File: src/rtl/ysyx_22041211_ex_mem_reg.sv
// EX/MEM pipeline register: 2-entry skid buffer that also resolves branch
// outcome, branch target and writeback data at capture time.
module ysyx_22041211_ex_mem_reg #(
    parameter int unsigned DATA_LEN = 32
) (
    input  logic                clk,
    input  logic                rst_n,
    input  logic                in_valid,
    output logic                in_ready,
    input  logic [DATA_LEN-1:0] alu_result_i,
    input  logic                alu_zero_i,
    input  logic                alu_less_i,
    input  logic [DATA_LEN-1:0] pc_i,
    input  logic [DATA_LEN-1:0] imm_i,
    input  logic [2:0]          br_type_i,
    input  logic                jalr_i,
    input  logic [4:0]          rd_i,
    input  logic                reg_wen_i,
    input  logic                flush_i,
    output logic                out_valid,
    input  logic                out_ready,
    output logic [DATA_LEN-1:0] wb_data_o,
    output logic                br_taken_o,
    output logic [DATA_LEN-1:0] br_target_o,
    output logic [4:0]          rd_o,
    output logic                reg_wen_o
);

    localparam int unsigned RD_W = 5;

    // Encoding makes bit 0 the main valid flag and bit 1 the skid valid flag.
    typedef enum logic [1:0] {
        EMPTY = 2'b00,
        ONE   = 2'b01,
        TWO   = 2'b11
    } state_t;

    state_t state_q;
    state_t state_d;

    logic                accept_c;
    logic                drain_c;
    logic                load_main_in_c;
    logic                load_main_skid_c;
    logic                load_skid_c;

    logic                new_taken_c;
    logic [DATA_LEN-1:0] new_target_c;
    logic [DATA_LEN-1:0] new_wb_c;

    logic [DATA_LEN-1:0] main_wb_q;
    logic                main_taken_q;
    logic [DATA_LEN-1:0] main_target_q;
    logic [RD_W-1:0]     main_rd_q;
    logic                main_wen_q;

    logic [DATA_LEN-1:0] skid_wb_q;
    logic                skid_taken_q;
    logic [DATA_LEN-1:0] skid_target_q;
    logic [RD_W-1:0]     skid_rd_q;
    logic                skid_wen_q;

    // Branch resolution of the incoming instruction.
    always_comb begin
        new_taken_c  = 1'b0;
        new_target_c = pc_i + imm_i;
        new_wb_c     = alu_result_i;
        case (br_type_i)
            3'd1:        new_taken_c = alu_zero_i;
            3'd2:        new_taken_c = ~alu_zero_i;
            3'd3, 3'd5:  new_taken_c = alu_less_i;
            3'd4, 3'd6:  new_taken_c = ~alu_less_i;
            3'd7: begin
                new_taken_c = 1'b1;
                new_wb_c    = pc_i + DATA_LEN'(4);
                if (jalr_i) begin
                    new_target_c = {alu_result_i[DATA_LEN-1:1], 1'b0};
                end
            end
            default:     new_taken_c = 1'b0;
        endcase
    end

    assign in_ready  = ~state_q[1];
    assign out_valid = state_q[0];
    assign accept_c  = in_valid & ~state_q[1] & ~flush_i;
    assign drain_c   = state_q[0] & out_ready;

    // Main takes new data when empty or when its occupant leaves this cycle;
    // otherwise an accepted instruction parks in skid.
    assign load_main_in_c   = accept_c & (~state_q[0] | drain_c);
    assign load_main_skid_c = state_q[1] & drain_c;
    assign load_skid_c      = accept_c & state_q[0] & ~drain_c;

    always_ff @(posedge clk or negedge rst_n) begin
        if (!rst_n) begin
            state_q <= EMPTY;
        end else begin
            state_q <= state_d;
        end
    end

    always_comb begin
        state_d = state_q;
        if (flush_i) begin
            state_d = EMPTY;
        end else begin
            case (state_q)
                EMPTY: if (accept_c) state_d = ONE;
                ONE: begin
                    if (accept_c && !drain_c) begin
                        state_d = TWO;
                    end else if (!accept_c && drain_c) begin
                        state_d = EMPTY;
                    end
                end
                TWO:     if (drain_c) state_d = ONE;
                default: state_d = EMPTY;
            endcase
        end
    end

    always_ff @(posedge clk or negedge rst_n) begin
        if (!rst_n) begin
            main_wb_q     <= '0;
            main_taken_q  <= 1'b0;
            main_target_q <= '0;
            main_rd_q     <= '0;
            main_wen_q    <= 1'b0;
        end else if (load_main_in_c) begin
            main_wb_q     <= new_wb_c;
            main_taken_q  <= new_taken_c;
            main_target_q <= new_target_c;
            main_rd_q     <= rd_i;
            main_wen_q    <= reg_wen_i;
        end else if (load_main_skid_c) begin
            main_wb_q     <= skid_wb_q;
            main_taken_q  <= skid_taken_q;
            main_target_q <= skid_target_q;
            main_rd_q     <= skid_rd_q;
            main_wen_q    <= skid_wen_q;
        end
    end

    always_ff @(posedge clk or negedge rst_n) begin
        if (!rst_n) begin
            skid_wb_q     <= '0;
            skid_taken_q  <= 1'b0;
            skid_target_q <= '0;
            skid_rd_q     <= '0;
            skid_wen_q    <= 1'b0;
        end else if (load_skid_c) begin
            skid_wb_q     <= new_wb_c;
            skid_taken_q  <= new_taken_c;
            skid_target_q <= new_target_c;
            skid_rd_q     <= rd_i;
            skid_wen_q    <= reg_wen_i;
        end
    end

    assign wb_data_o   = main_wb_q;
    assign br_target_o = main_target_q;
    assign rd_o        = main_rd_q;
    assign br_taken_o  = main_taken_q & state_q[0];
    assign reg_wen_o   = main_wen_q & state_q[0];

endmodule

File: config.mk
export PLATFORM = sky130hd
export DESIGN_NAME = ysyx_22041211_ex_mem_reg
export DESIGN_NICKNAME = d
export VERILOG_FILES = /design/src/rtl/ysyx_22041211_ex_mem_reg.sv
export SDC_FILE = /design/constraint.sdc
export NUM_CORES = 1
export LEC_CHECK = 0
export ABC_AREA = 1
export ABC_CLOCK_PERIOD_IN_PS = 1900
export BUFFER_PORTS_ARGS = -buffer_cell sky130_fd_sc_hd__buf_2
export CORE_ASPECT_RATIO = 1.25
export CORE_MARGIN = 10
export CORE_UTILIZATION = 29
export CTS_BUF_LIST = sky130_fd_sc_hd__clkbuf_4
export DETAILED_ROUTE_END_ITERATION = 8
export HOLD_SLACK_MARGIN = 0.1
export PLACE_DENSITY = 0.58
export SYNTH_ARGS = -nofsm -noshare
export SYNTH_HDL_FRONTEND = slang
export SYNTH_SLANG_ARGS = --single-unit
File: constraint.sdc
create_clock -name clk -period 1.9 [get_ports clk]
set_clock_uncertainty 0.15 [all_clocks]
set_input_delay 0.475 -clock clk [delete_from_list [all_inputs] [get_ports clk]]
set_output_delay 0.475 -clock clk [all_outputs]
set_load 0.02 [all_outputs]
==> results of run 1 <==
==> critical path, stage by stage, from the launching register on <==
cell,delay [ns]
sky130_fd_sc_hd__dfrtp_1,0.41
sky130_fd_sc_hd__buf_6,0.14
sky130_fd_sc_hd__nand2_2,0.05
sky130_fd_sc_hd__inv_2,0.03
sky130_fd_sc_hd__buf_6,0.12
==> cell families after synthesis <==
| family | after synthesis | synth area share (%) |
|---|---|---|
| AND/OR/NAND/NOR | 827 | 34.1 |
| buffers and inverters | 226 | 8.83 |
| AO/OA/AOI/OAI | 233 | 12.9 |
| flip-flops | 144 | 36.1 |
| adder cells (fa/ha/maj) | 37 | 4.72 |
| multiplexers | 9 | 0.903 |
| XOR/XNOR | 28 | 2.46 |
==> metal layers <==
metal  up-vias  wire length [um]  GRT usage, %
met5         -                 0             0
met3        55              1870          3.03
met2       304             19600          30.8
li1       5570                 -             -
met1      5116             17100          22.5
met4         0              1260          7.71
==> final timing paths <==
check / slack, ns / depth (start not counted) / start / to
max: -0.06 / 4 / state_q[0] / br_taken_o
min: 0.14 / 5 / alu_result_i[24] / skid_target_q[24]
max reg2reg: -0.01 / 13 / state_q[1] / wb_data_o[30]
min reg2reg: 0.35 / 2 / rd_o[2] / rd_o[2]
max in group asynchronous: 0.86 / 3 / rst_n / rd_o[0]
min in group asynchronous: 0.15 / 2 / rst_n / skid_wb_q[14]
==> power by group through the flow <==
stage	clock network, mW	logic [mW]	registers (mW)
after floorplan	0	2.61	5.95
final	2.09	6.50	5.31
after detailed placement	0	5.80	5.28
after global placement	0	5.71	5.24
after CTS	2.14	5.97	5.23
after global routing	2.27	7.17	5.47
==> placed cells by master (no fill, tap or decap), types with 11 or more instances in the layout <==
master                          netlist  routed
sky130_fd_sc_hd__nand3_1             71      61
sky130_fd_sc_hd__nand4_1             11      11
sky130_fd_sc_hd__buf_2               20     174
sky130_fd_sc_hd__nand2_2              4      46
sky130_fd_sc_hd__xnor2_1             14      13
sky130_fd_sc_hd__dfrtp_1            144     143
sky130_fd_sc_hd__nor2_1             126     112
sky130_fd_sc_hd__nor2_4               5      12
sky130_fd_sc_hd__xor2_1              14      13
sky130_fd_sc_hd__a21oi_1             36      29
sky130_fd_sc_hd__buf_4                1     180
sky130_fd_sc_hd__ha_4                 0      26
sky130_fd_sc_hd__inv_1              165     161
sky130_fd_sc_hd__nor3_1              12      11
sky130_fd_sc_hd__nand2_1            566     522
sky130_fd_sc_hd__nand3_2              3      12
sky130_fd_sc_hd__dlygate4sd3_1        0      27
sky130_fd_sc_hd__o21ai_2              3      17
sky130_fd_sc_hd__clkbuf_4             0      17
sky130_fd_sc_hd__o21ai_1             17      39
sky130_fd_sc_hd__o21a_1              17      17
sky130_fd_sc_hd__buf_6                0      22
sky130_fd_sc_hd__buf_12               0      18
sky130_fd_sc_hd__o21ai_0            133      95
==> sequential cells by signal (all words and copies together) (netlist names) <==
register	cells
state_q	2
skid_wen_q	1
skid_rd_q	5
skid_wb_q	32
br_target_o	32
wb_data_o	32
main_taken_q	1
main_wen_q	1
skid_target_q	32
rd_o	5
skid_taken_q	1
==> stage by stage <==
stage          instance area (um2)  TNS, ns  hold WS (ns)  power, mW  std cells
2_1_floorplan                10400    -1.91        0.0294       8.56       1504
3_3_place_gp                 13300   -39.87         0.225       11.0       2248
3_5_place_dp                 13300   -41.88         0.218       11.1       2248
4_1_cts                      13900   -0.283         0.102       13.3       2312
5_1_grt                      14700    -1.92         0.111       14.9       2341
6_report                     14700   -0.140         0.135       13.9       2342
==> final cells by class <==
class                      instances  area [um2]  area share [%]
clock inverter                    15         161            1.10
multi-input combinational       1134        6200            42.3
inverter                         171         649            4.43
sequential                       144        3600            24.6
timing repair buffer             434        3390            23.1
antenna                            4        10.0          0.0682
clock buffer                      17         128           0.870
tap                              423         529            3.61
==> what timing repair did <==
| item | CTS | global route |
|---|---|---|
| endpoints found under the hold margin | 197 | 0 |
| resized for setup | 18 | 140 |
| setup endpoints to repair | 11 | 66 |
| buffers inserted | 5 | 19 |
| pin swaps | 0 | 14 |
| hold buffers | 27 | 0 |
| cloned | 0 | 10 |
==> impl_table.tex, run 1 <==
\begin{tabular}{lr}
\hline
Metric & Value \\
\hline
\multicolumn{2}{l}{\textbf{Timing}} \\
Hold Violations, Final & 0 \\
Peak Freq & 510 MHz \\
Final worst setup slack & -0.0614 ns \\
Transition time of the tightest slew-check pin & 0.500 ns \\
Worst max-slew margin expressed relative to the limit & 66.3\% \\
Time the worst path needs with I/O delays and setup & 1.96 ns \\
Post-route fraction of the period consumed by the critical path & 103\% \\
Setup Viol. Count Final & 5 \\
Fin. max-slew vios & 0 \\
Unrepaired setup endpoints after global routing & yes \\
\multicolumn{2}{l}{\textbf{Synth}} \\
Distinct cell type count after synthesis & 46 \\
Count of flip-flops with a built-in enable after synthesis & 0 \\
Most frequent cells after synthesis & sky130\_fd\_sc\_hd\_\_nand2\_1, sky130\_fd\_sc\_hd\_\_inv\_1, sky130\_fd\_sc\_hd\_\_dfrtp\_1 \\
Post-synthesis instance total & 1504 \\
\#FFs+latches synth & between 100 and 150 \\
Sequential share of the synthesized area & 36.1\% \\
Most used standard cell by instance count after synthesis & sky130\_fd\_sc\_hd\_\_nand2\_1 \\
Yosys warning count & 0 \\
Area share of the largest cell type after synthesis & 36.1\% \\
Mapped Nets & 1654 \\
Cells taking the most area after synthesis & sky130\_fd\_sc\_hd\_\_dfrtp\_1, sky130\_fd\_sc\_hd\_\_nand2\_1, sky130\_fd\_sc\_hd\_\_o21ai\_0 \\
Post-Syn Area & 9970 um2 \\
Post-synthesis async set-or-reset flop share & 100\% \\
Primary FF master, synth & sky130\_fd\_sc\_hd\_\_dfrtp\_1 \\
Average cell area after synthesis & between 6 and 7 um2 \\
Cell type contributing the most total cell area after synthesis & sky130\_fd\_sc\_hd\_\_dfrtp\_1 \\
\multicolumn{2}{l}{\textbf{Routing}} \\
Number of search-and-repair iterations in the first detailed-routing pass & 6 \\
Total vias in the final route & 11045 \\
DR vias/cell & 4.72 \\
Number of remaining DRC errors & 0 \\
Average detailed-routed wire length per instance & 17.0 um \\
Initial detailed-routing violation count & 709 \\
Post-detailed-route count of antenna-violating nets & 0 \\
Detailed Route WL & 39900 um \\
\multicolumn{2}{l}{\textbf{Power}} \\
Leakage power figure & 7.72 nW \\
Switching pwr & 5.98 mW \\
Internal power contribution & a little under 8 mW \\
Combinational power share & a little under half \\
Fraction of power spent switching nets & a little over two fifths \\
Share of power burned in the clock network & 15.0\% \\
Power density over cell area & 947 nW/um2 \\
Worst IR Drop VDD & 0.422 mV \\
Share of total power in sequential cells & between 30\% and 40\% \\
\multicolumn{2}{l}{\textbf{Outcome}} \\
Violated checks & negative setup slack \\
Status & complete, but fails checks \\
\multicolumn{2}{l}{\textbf{Worst setup path}} \\
Critical path type & flop to output port \\
Kind of end point of the critical path & output port \\
Largest driver fanout on the critical path & 4 \\
Startpoint type of the worst setup path & flop \\
Worst path required time & about 1.3 ns \\
Arrival time reported for the critical path endpoint & approximately 1.3 ns \\
\multicolumn{2}{l}{\textbf{GRT}} \\
Initial antenna violation count & 4 \\
Total congestion overflow & 0 \\
Vias in the first global route & 10842 \\
Pin count of the biggest net entering global routing & 51 \\
First-pass GRT wire length & about 60000 um \\
Gr usage total & 18.2\% \\
\multicolumn{2}{l}{\textbf{Placed design}} \\
Worst slack after detailed placement & -0.715 ns \\
Final estimated routing congestion in global placement & 0.901 \\
Port Buffers & 185 \\
Post-detail-place hpwl & around 31000 um \\
\multicolumn{2}{l}{\textbf{Floorplanning}} \\
Number of core rows & 75 \\
Die ar. & 42300 um2 \\
Initial core utilization & 29.5\% \\
CORE AREA & $\sim$34000 um2 \\
Chip width & 186 um \\
DIE HEIGHT & 227 um \\
Total I/O pin count & roughly 190 \\
\multicolumn{2}{l}{\textbf{Finish}} \\
Core utilization of the finished layout & 43.4\% \\
Layout cell share with drive strength beyond 1 & 31.5\% \\
Final-layout fill cell count & roughly 3500 \\
Layout Nets & 2052 \\
Area growth, synth to finish & 47.1\% \\
\multicolumn{2}{l}{\textbf{CTS}} \\
Number of buffers created by CTS & 17 \\
Clock Pin Slew Worst Setup and Hold Paths & 0.15 ns \\
Clock network latency to the later pin of the worst-skew pair & approximately 0.6 ns \\
CTS sink count & 144 \\
Root cell of the clock tree & sky130\_fd\_sc\_hd\_\_clkbuf\_4 \\
Maximum count of clock buffers along a single path & 2 \\
TritonCTS clock tree & yes \\
H-tree levels & 4 \\
\multicolumn{2}{l}{\textbf{Run}} \\
Max-cap violations & 0 \\
\multicolumn{2}{l}{\textbf{Worst hold path}} \\
Worst Hold Class & primary input to flop \\
\hline
\end{tabular}
Note: power is estimated with default switching activity, not from simulation.
==> run 2: changes to the inputs <==
--- a/config.mk
+++ b/config.mk
@@ -8,7 +8,6 @@
 export ABC_AREA = 1
 export ABC_CLOCK_PERIOD_IN_PS = 1900
 export BUFFER_PORTS_ARGS = -buffer_cell sky130_fd_sc_hd__buf_2
-export CORE_ASPECT_RATIO = 1.25
 export CORE_MARGIN = 10
 export CORE_UTILIZATION = 29
 export CTS_BUF_LIST = sky130_fd_sc_hd__clkbuf_4
==> impl_table.tex, run 2 (synthesis gave the netlist of run 1 again) <==
\begin{tabular}{lr}
\hline
Metric & Value \\
\hline
\multicolumn{2}{l}{\textbf{GRT}} \\
Pin count of the biggest net entering global routing & 63 \\
Gr usage total & about 18\% \\
Initial antenna violation count & 3 \\
Total congestion overflow & 0 \\
First-pass GRT wire length & 58900 um \\
Vias in the first global route & 10590 \\
\multicolumn{2}{l}{\textbf{Placed design}} \\
Area after DPL & 13300 um2 \\
Port Buffers & 185 \\
Total placed cells including tap cells & 2271 \\
Post-detail-place hpwl & 30900 um \\
Final estimated routing congestion in global placement & a little under 0.9 \\
\multicolumn{2}{l}{\textbf{Routing}} \\
Detailed Route WL & slightly below 40000 um \\
Post-detailed-route count of antenna-violating nets & 0 \\
Number of remaining DRC errors & 0 \\
Initial detailed-routing violation count & 872 \\
Total vias in the final route & 10892 \\
Number of search-and-repair iterations in the first detailed-routing pass & 5 \\
DR vias/cell & 4.64 \\
Average detailed-routed wire length per instance & 16.9 um \\
\multicolumn{2}{l}{\textbf{Outcome}} \\
Violated checks & negative setup slack \\
Status & complete, but fails checks \\
\multicolumn{2}{l}{\textbf{Worst setup path}} \\
Reg2Reg Setup Slack & -0.01 ns \\
R2R Path Start & state\_q[0] \\
Critical path type & flop to output port \\
Reg2Reg Depth & 11 \\
Largest driver fanout on the critical path & 5 \\
End of the worst register-to-register path & br\_target\_o[30] \\
Critical path destination & out\_valid \\
Arrival time reported for the critical path endpoint & 1.29 ns \\
Startpoint type of the worst setup path & flop \\
Worst path required time & 1.27 ns \\
Worst Setup SP & state\_q[0] \\
Kind of end point of the critical path & output port \\
\multicolumn{2}{l}{\textbf{CTS}} \\
H-tree levels & 4 \\
TritonCTS clock tree & yes \\
CTS sink count & 144 \\
Maximum count of clock buffers along a single path & 2 \\
Number of buffers created by CTS & 17 \\
Clock network latency to the later pin of the worst-skew pair & 0.59 ns \\
Root cell of the clock tree & sky130\_fd\_sc\_hd\_\_clkbuf\_4 \\
Clock Pin Slew Worst Setup and Hold Paths & 0.14 ns \\
\multicolumn{2}{l}{\textbf{Finish}} \\
Area taken by flip-flops and latches & 3600 um2 \\
Cell Count, Final, Fillers Out & 2347 \\
Area growth, synth to finish & 43.6\% \\
Area used by multi-input combinational logic & 6090 um2 \\
Layout cell share with drive strength beyond 1 & around 29\% \\
Commonest cells after routing, fill and taps aside & sky130\_fd\_sc\_hd\_\_nand2\_1, sky130\_fd\_sc\_hd\_\_buf\_2, sky130\_fd\_sc\_hd\_\_buf\_4 \\
Final-layout fill cell count & 3545 \\
Commonest non-fill, non-tap cell in the layout & sky130\_fd\_sc\_hd\_\_nand2\_1 \\
Layout Nets & 2034 \\
Post-route cell area & 14300 um2 \\
\multicolumn{2}{l}{\textbf{Timing}} \\
Time the worst path needs with I/O delays and setup & 1.92 ns \\
Final worst setup slack & -0.0188 ns \\
Post-route fraction of the period consumed by the critical path & 101\% \\
Unrepaired setup endpoints after global routing & yes \\
Transition time of the tightest slew-check pin & between 0.5 and 0.6 ns \\
Worst max-slew margin expressed relative to the limit & 65.8\% \\
Setup Viol. Count Final & 9 \\
Fin. max-slew vios & 0 \\
Hold Violations, Final & 0 \\
Peak Freq & 521 MHz \\
\multicolumn{2}{l}{\textbf{Floorplanning}} \\
Total I/O pin count & 186 \\
DIE HEIGHT & just over 200 um \\
Chip width & approximately 200 um \\
Initial core utilization & just under 30\% \\
Die ar. & 42200 um2 \\
Number of core rows & 67 \\
CORE AREA & 33700 um2 \\
\multicolumn{2}{l}{\textbf{Power}} \\
Worst IR Drop VDD & 0.408 mV \\
Leakage power figure & 7.56 nW \\
Power density over cell area & 951 nW/um2 \\
\multicolumn{2}{l}{\textbf{Worst hold path}} \\
Worst Hold Class & primary input to flop \\
\multicolumn{2}{l}{\textbf{Run}} \\
Max-cap violations & 0 \\
\hline
\end{tabular}
run 2: cell types whose count changed in the layout (fill, tap and decap cells not counted), moves of 5 or more:
| cell | previous run | this run |
|---|---|---|
| sky130_fd_sc_hd__nand2_1 | 522 | 539 |
| sky130_fd_sc_hd__dlygate4sd3_1 | 27 | 22 |
| sky130_fd_sc_hd__o21ai_2 | 17 | 7 |
| sky130_fd_sc_hd__nand2_2 | 46 | 29 |
| sky130_fd_sc_hd__buf_6 | 22 | 16 |
| sky130_fd_sc_hd__o21ai_0 | 95 | 110 |
run 2: how the worst min path moves through the flow:
| stage | from | slack, ns | cells after the start | end |
|---|---|---|---|---|
| global placement | rst_n | 0.28 | 1 | wb_data_o[2] |
| finish | alu_result_i[26] | 0.11 | 3 | skid_wb_q[26] |
| CTS | alu_result_i[23] | 0.10 | 5 | skid_wb_q[23] |
| detailed placement | rst_n | 0.28 | 1 | wb_data_o[4] |
| global route | alu_result_i[2] | 0.12 | 3 | skid_target_q[2] |
| floorplan | rst_n | 0.03 | 0 | br_target_o[0] |
run 2: what timing repair did:
item / 4_1_cts / 5_1_grt
setup endpoints to repair: 7 / 60
endpoints found under the hold margin: 178 / 0
cloned: 0 / 10
hold buffers: 22 / 0
resized for setup: 14 / 72
pin swaps: 2 / 26
setup buffers: 4 / 7
run 2: cell type report:
type,instances,area share (%)
diodes,2,0.0349
clock buffers,17,0.891
clock inverters,15,1.17
inverters,171,4.52
multi-input cells,1134,42.5
flip-flops and latches,144,25.2
well taps,448,3.91
repair buffers,416,21.8
run 2: power breakdown:
part | switching (mW) | leakage [nW] | total, mW | internal (mW)
clock | 1.36 | 0.155 | 2.08 | 0.719
sequential | 0.769 | 1.78 | 5.22 | 4.45
combinational | 3.75 | 5.62 | 6.32 | 2.56
run 2: metrics by stage:
stage,setup TNS (ns),utilization (%),hold WS [ns],power [mW],worst slack (ns)
after floorplan,-1.91,-,0.0294,8.56,-0.252
after global placement,-38.43,39.4,0.282,11.0,-0.527
after detailed placement,-42.24,39.4,0.282,11.1,-0.592
after CTS,-0.185,41.1,0.102,13.3,-0.0601
after global routing,-1.76,42.5,0.117,14.7,-0.0935
final,-0.0543,42.5,0.105,13.6,-0.0188
run 2: per-layer routing:
layer  routed length (um)  GRT usage (%)  vias to the layer above  part of all wire [%]
li1                     -              -                     5518                     -
met1                18600           24.4                     4996                    47
met2                18100           28.3                      323                    46
met3                 1950           2.64                       53                   4.9
met4                  945           6.04                        2                   2.4
met5                   13              0                        -                 0.033
run 2: worst max-delay path: stages (launching register included):
cell and delay [ns]:
sky130_fd_sc_hd__dfrtp_2 0.47, sky130_fd_sc_hd__buf_6 0.13, sky130_fd_sc_hd__buf_6 0.12
==> run 3: changes to the inputs <==
--- a/config.mk
+++ b/config.mk
@@ -6,14 +6,14 @@
 export NUM_CORES = 1
 export LEC_CHECK = 0
 export ABC_AREA = 1
-export ABC_CLOCK_PERIOD_IN_PS = 1900
+export ABC_CLOCK_PERIOD_IN_PS = 1600
 export BUFFER_PORTS_ARGS = -buffer_cell sky130_fd_sc_hd__buf_2
 export CORE_MARGIN = 10
 export CORE_UTILIZATION = 29
 export CTS_BUF_LIST = sky130_fd_sc_hd__clkbuf_4
 export DETAILED_ROUTE_END_ITERATION = 8
 export HOLD_SLACK_MARGIN = 0.1
-export PLACE_DENSITY = 0.58
+export PLACE_DENSITY = 0.6
 export SYNTH_ARGS = -nofsm -noshare
 export SYNTH_HDL_FRONTEND = slang
 export SYNTH_SLANG_ARGS = --single-unit
==> constraint.sdc (replaced) <==
create_clock -name clk -period 1.6 [get_ports clk]
set_clock_uncertainty 0.15 [all_clocks]
set_input_delay 0.4 -clock clk [delete_from_list [all_inputs] [get_ports clk]]
set_output_delay 0.4 -clock clk [all_outputs]
set_load 0.02 [all_outputs]
==> impl_table.tex, run 3 (synthesis gave the netlist of run 1 again) <==
\begin{tabular}{lr}
\hline
Metric & Value \\
\hline
\multicolumn{2}{l}{\textbf{GRT}} \\
Pin count of the biggest net entering global routing & 69 \\
First-pass GRT wire length & 65100 um \\
Initial antenna violation count & 2 \\
Vias in the first global route & 11852 \\
Gr usage total & 19.8\% \\
Total congestion overflow & 0 \\
\multicolumn{2}{l}{\textbf{Worst setup path}} \\
Reg2Reg Setup Slack & -0.31 ns \\
R2R Path Start & state\_q[1] \\
Reg2Reg Depth & 12 \\
Worst path most repeated cell & sky130\_fd\_sc\_hd\_\_buf\_6 \\
Buf/Inv on CP & 3 \\
List of cells traversed by the critical path & buf\_6 -> nand2\_2 -> inv\_2 -> buf\_6 \\
End of the worst register-to-register path & br\_target\_o[0] \\
Critical path type & flop to output port \\
Startpoint type of the worst setup path & flop \\
Worst path required time & 1.05 ns \\
Worst Setup SP & state\_q[0] \\
Kind of end point of the critical path & output port \\
Crit path max-delay cell type & sky130\_fd\_sc\_hd\_\_dfrtp\_2 \\
Largest driver fanout on the critical path & 4 \\
Family with the most delay on the worst path & flip-flops \\
Arrival time reported for the critical path endpoint & 1.41 ns \\
CP peak stage delay & around 0.46 ns \\
\multicolumn{2}{l}{\textbf{Routing}} \\
Total vias in the final route & between 10000 and 15000 \\
Average detailed-routed wire length per instance & 18.6 um \\
Number of search-and-repair iterations in the first detailed-routing pass & 5 \\
Detailed Route WL & 46000 um \\
Number of remaining DRC errors & 0 \\
DR vias/cell & 4.87 \\
Post-detailed-route count of antenna-violating nets & 0 \\
Initial detailed-routing violation count & 1035 \\
\multicolumn{2}{l}{\textbf{Timing}} \\
Post-route fraction of the period consumed by the critical path & 122\% \\
Peak Freq & just over 500 MHz \\
Setup Viol. Count Final & 214 \\
Unrepaired setup endpoints after global routing & yes \\
Worst hold margin & 0.114 ns \\
Worst max-slew margin expressed relative to the limit & 57.9\% \\
Transition time of the tightest slew-check pin & 0.625 ns \\
Hold Violations, Final & 0 \\
Final worst setup slack & -0.356 ns \\
Fin. max-slew vios & 0 \\
Time the worst path needs with I/O delays and setup & 1.96 ns \\
\multicolumn{2}{l}{\textbf{Floorplanning}} \\
Number of core rows & between 60 and 70 \\
Die ar. & between 40000 and 50000 um2 \\
DIE HEIGHT & 205 um \\
Total I/O pin count & 186 \\
Chip width & 205 um \\
Initial core utilization & a little under 30\% \\
CORE AREA & 33700 um2 \\
\multicolumn{2}{l}{\textbf{Worst hold path}} \\
Worst Hold Class & primary input to flop \\
Hold path startpoint & alu\_result\_i[7] \\
Hold Crit Depth & 5 \\
Endpoint, Worst Hold & skid\_target\_q[7] \\
\multicolumn{2}{l}{\textbf{CTS}} \\
Clock network latency to the later pin of the worst-skew pair & roughly 0.60 ns \\
Number of buffers created by CTS & 17 \\
H-tree levels & 4 \\
TritonCTS clock tree & yes \\
Root cell of the clock tree & sky130\_fd\_sc\_hd\_\_clkbuf\_4 \\
Maximum count of clock buffers along a single path & 2 \\
Clock Pin Slew Worst Setup and Hold Paths & 0.13 ns \\
CTS sink count & 144 \\
\multicolumn{2}{l}{\textbf{Power}} \\
Worst IR Drop VDD & approximately 0.66 mV \\
Power density over cell area & 1150 nW/um2 \\
Final total power & 20.0 mW \\
Leakage power figure & 8.77 nW \\
\multicolumn{2}{l}{\textbf{Outcome}} \\
Violated checks & negative setup slack \\
Status & complete, but fails checks \\
\multicolumn{2}{l}{\textbf{Finish}} \\
Cell Count, Final, Fillers Out & 2471 \\
Commonest non-fill, non-tap cell in the layout & sky130\_fd\_sc\_hd\_\_nand2\_1 \\
Post-route cell area & 17400 um2 \\
Commonest cells after routing, fill and taps aside & sky130\_fd\_sc\_hd\_\_nand2\_1, sky130\_fd\_sc\_hd\_\_buf\_4, sky130\_fd\_sc\_hd\_\_inv\_1 \\
Layout Nets & 2158 \\
Layout cell share with drive strength beyond 1 & slightly above 40\% \\
Area growth, synth to finish & 74.7\% \\
\multicolumn{2}{l}{\textbf{Placed design}} \\
Post-detail-place hpwl & 31000 um \\
Total placed cells including tap cells & 2265 \\
Port Buffers & 185 \\
Area after DPL & 13400 um2 \\
Final estimated routing congestion in global placement & about 0.90 \\
\multicolumn{2}{l}{\textbf{Run}} \\
Max-cap violations & 0 \\
\hline
\end{tabular}
==> run 3: cell count changes in the layout (fill, tap and decap cells not counted), moves of 19 or more <==
| cell | change |
|---|---|
| sky130_fd_sc_hd__nor2_2 | +24 |
| sky130_fd_sc_hd__nand2_2 | +34 |
| sky130_fd_sc_hd__buf_4 | +34 |
| sky130_fd_sc_hd__buf_2 | -67 |
| sky130_fd_sc_hd__o21ai_1 | +34 |
| sky130_fd_sc_hd__nor2_1 | -39 |
| sky130_fd_sc_hd__buf_16 | +19 |
| sky130_fd_sc_hd__nand2_1 | -43 |
| sky130_fd_sc_hd__buf_6 | +86 |
| sky130_fd_sc_hd__o21ai_2 | +29 |
| sky130_fd_sc_hd__o21ai_0 | -76 |
==> run 3: worst max-delay path by stage <==
stage | to | slack [ns] | cells after the start
6_report | br_taken_o | -0.36 | 4
5_1_grt | br_taken_o | -0.42 | 4
4_1_cts | reg_wen_o | -0.38 | 4
3_5_place_dp | br_target_o[20] | -0.78 | 14
3_3_place_gp | br_target_o[28] | -0.78 | 16
2_1_floorplan | br_target_o[24] | -0.48 | 16
==> run 3: routing by layer <==
layer / up-vias / global-route usage [%] / share of wire (%) / wire [um]
met1: 5672 / 25.1 / 42 / 19100
li1: 5820 / - / - / -
met2: 444 / 32.8 / 48 / 22100
met5: - / 0 / 0.015 / 7
met3: 86 / 4.01 / 7.2 / 3330
met4: 2 / 6.90 / 3.1 / 1430
==> run 3: area by class of cell <==
class	instances	area, um2
Antenna cell	2	5.00
Clock buffer	18	135
Clock inverter	14	130
Fill cell	3112	16300
Inverter	171	679
Multi-Input combinational cell	1136	6950
Sequential cell	144	3600
Tap cell	448	561
Timing Repair Buffer	537	5340
Timing Repair inverter	1	11.3
==> run 3: repair_timing <==
item                                   CTS  global route
setup endpoints to repair              149           230
pin swaps                               45            74
setup buffers                           71            27
hold buffers                            40             2
endpoints found under the hold margin  232            13
cloned                                  24            24
resized for setup                      289           212
==> run 3: tightest hold or removal path, delay by kind of cell <==
kind                   cells  cell delay, ns
AOI/OAI and AO/OA          2            0.20
buffers and inverters      2            0.13
and+or+nand+nor            1            0.10
==> run 3: where the power goes <==
group	internal, mW	switching (mW)
Combinational	5.53	5.45
Clock	0.812	1.55
Sequential	5.29	1.35
Total	11.6	8.35
==> run 3: stage by stage <==
stage          util, %  setup WS [ns]  TNS, ns
3_3_place_gp      39.9         -0.777   -64.95
6_report          51.7         -0.356   -29.96
5_1_grt           51.7         -0.418   -43.70
4_1_cts           48.1         -0.377   -28.60
2_1_floorplan        -         -0.476   -16.43
3_5_place_dp      39.9         -0.776   -67.11
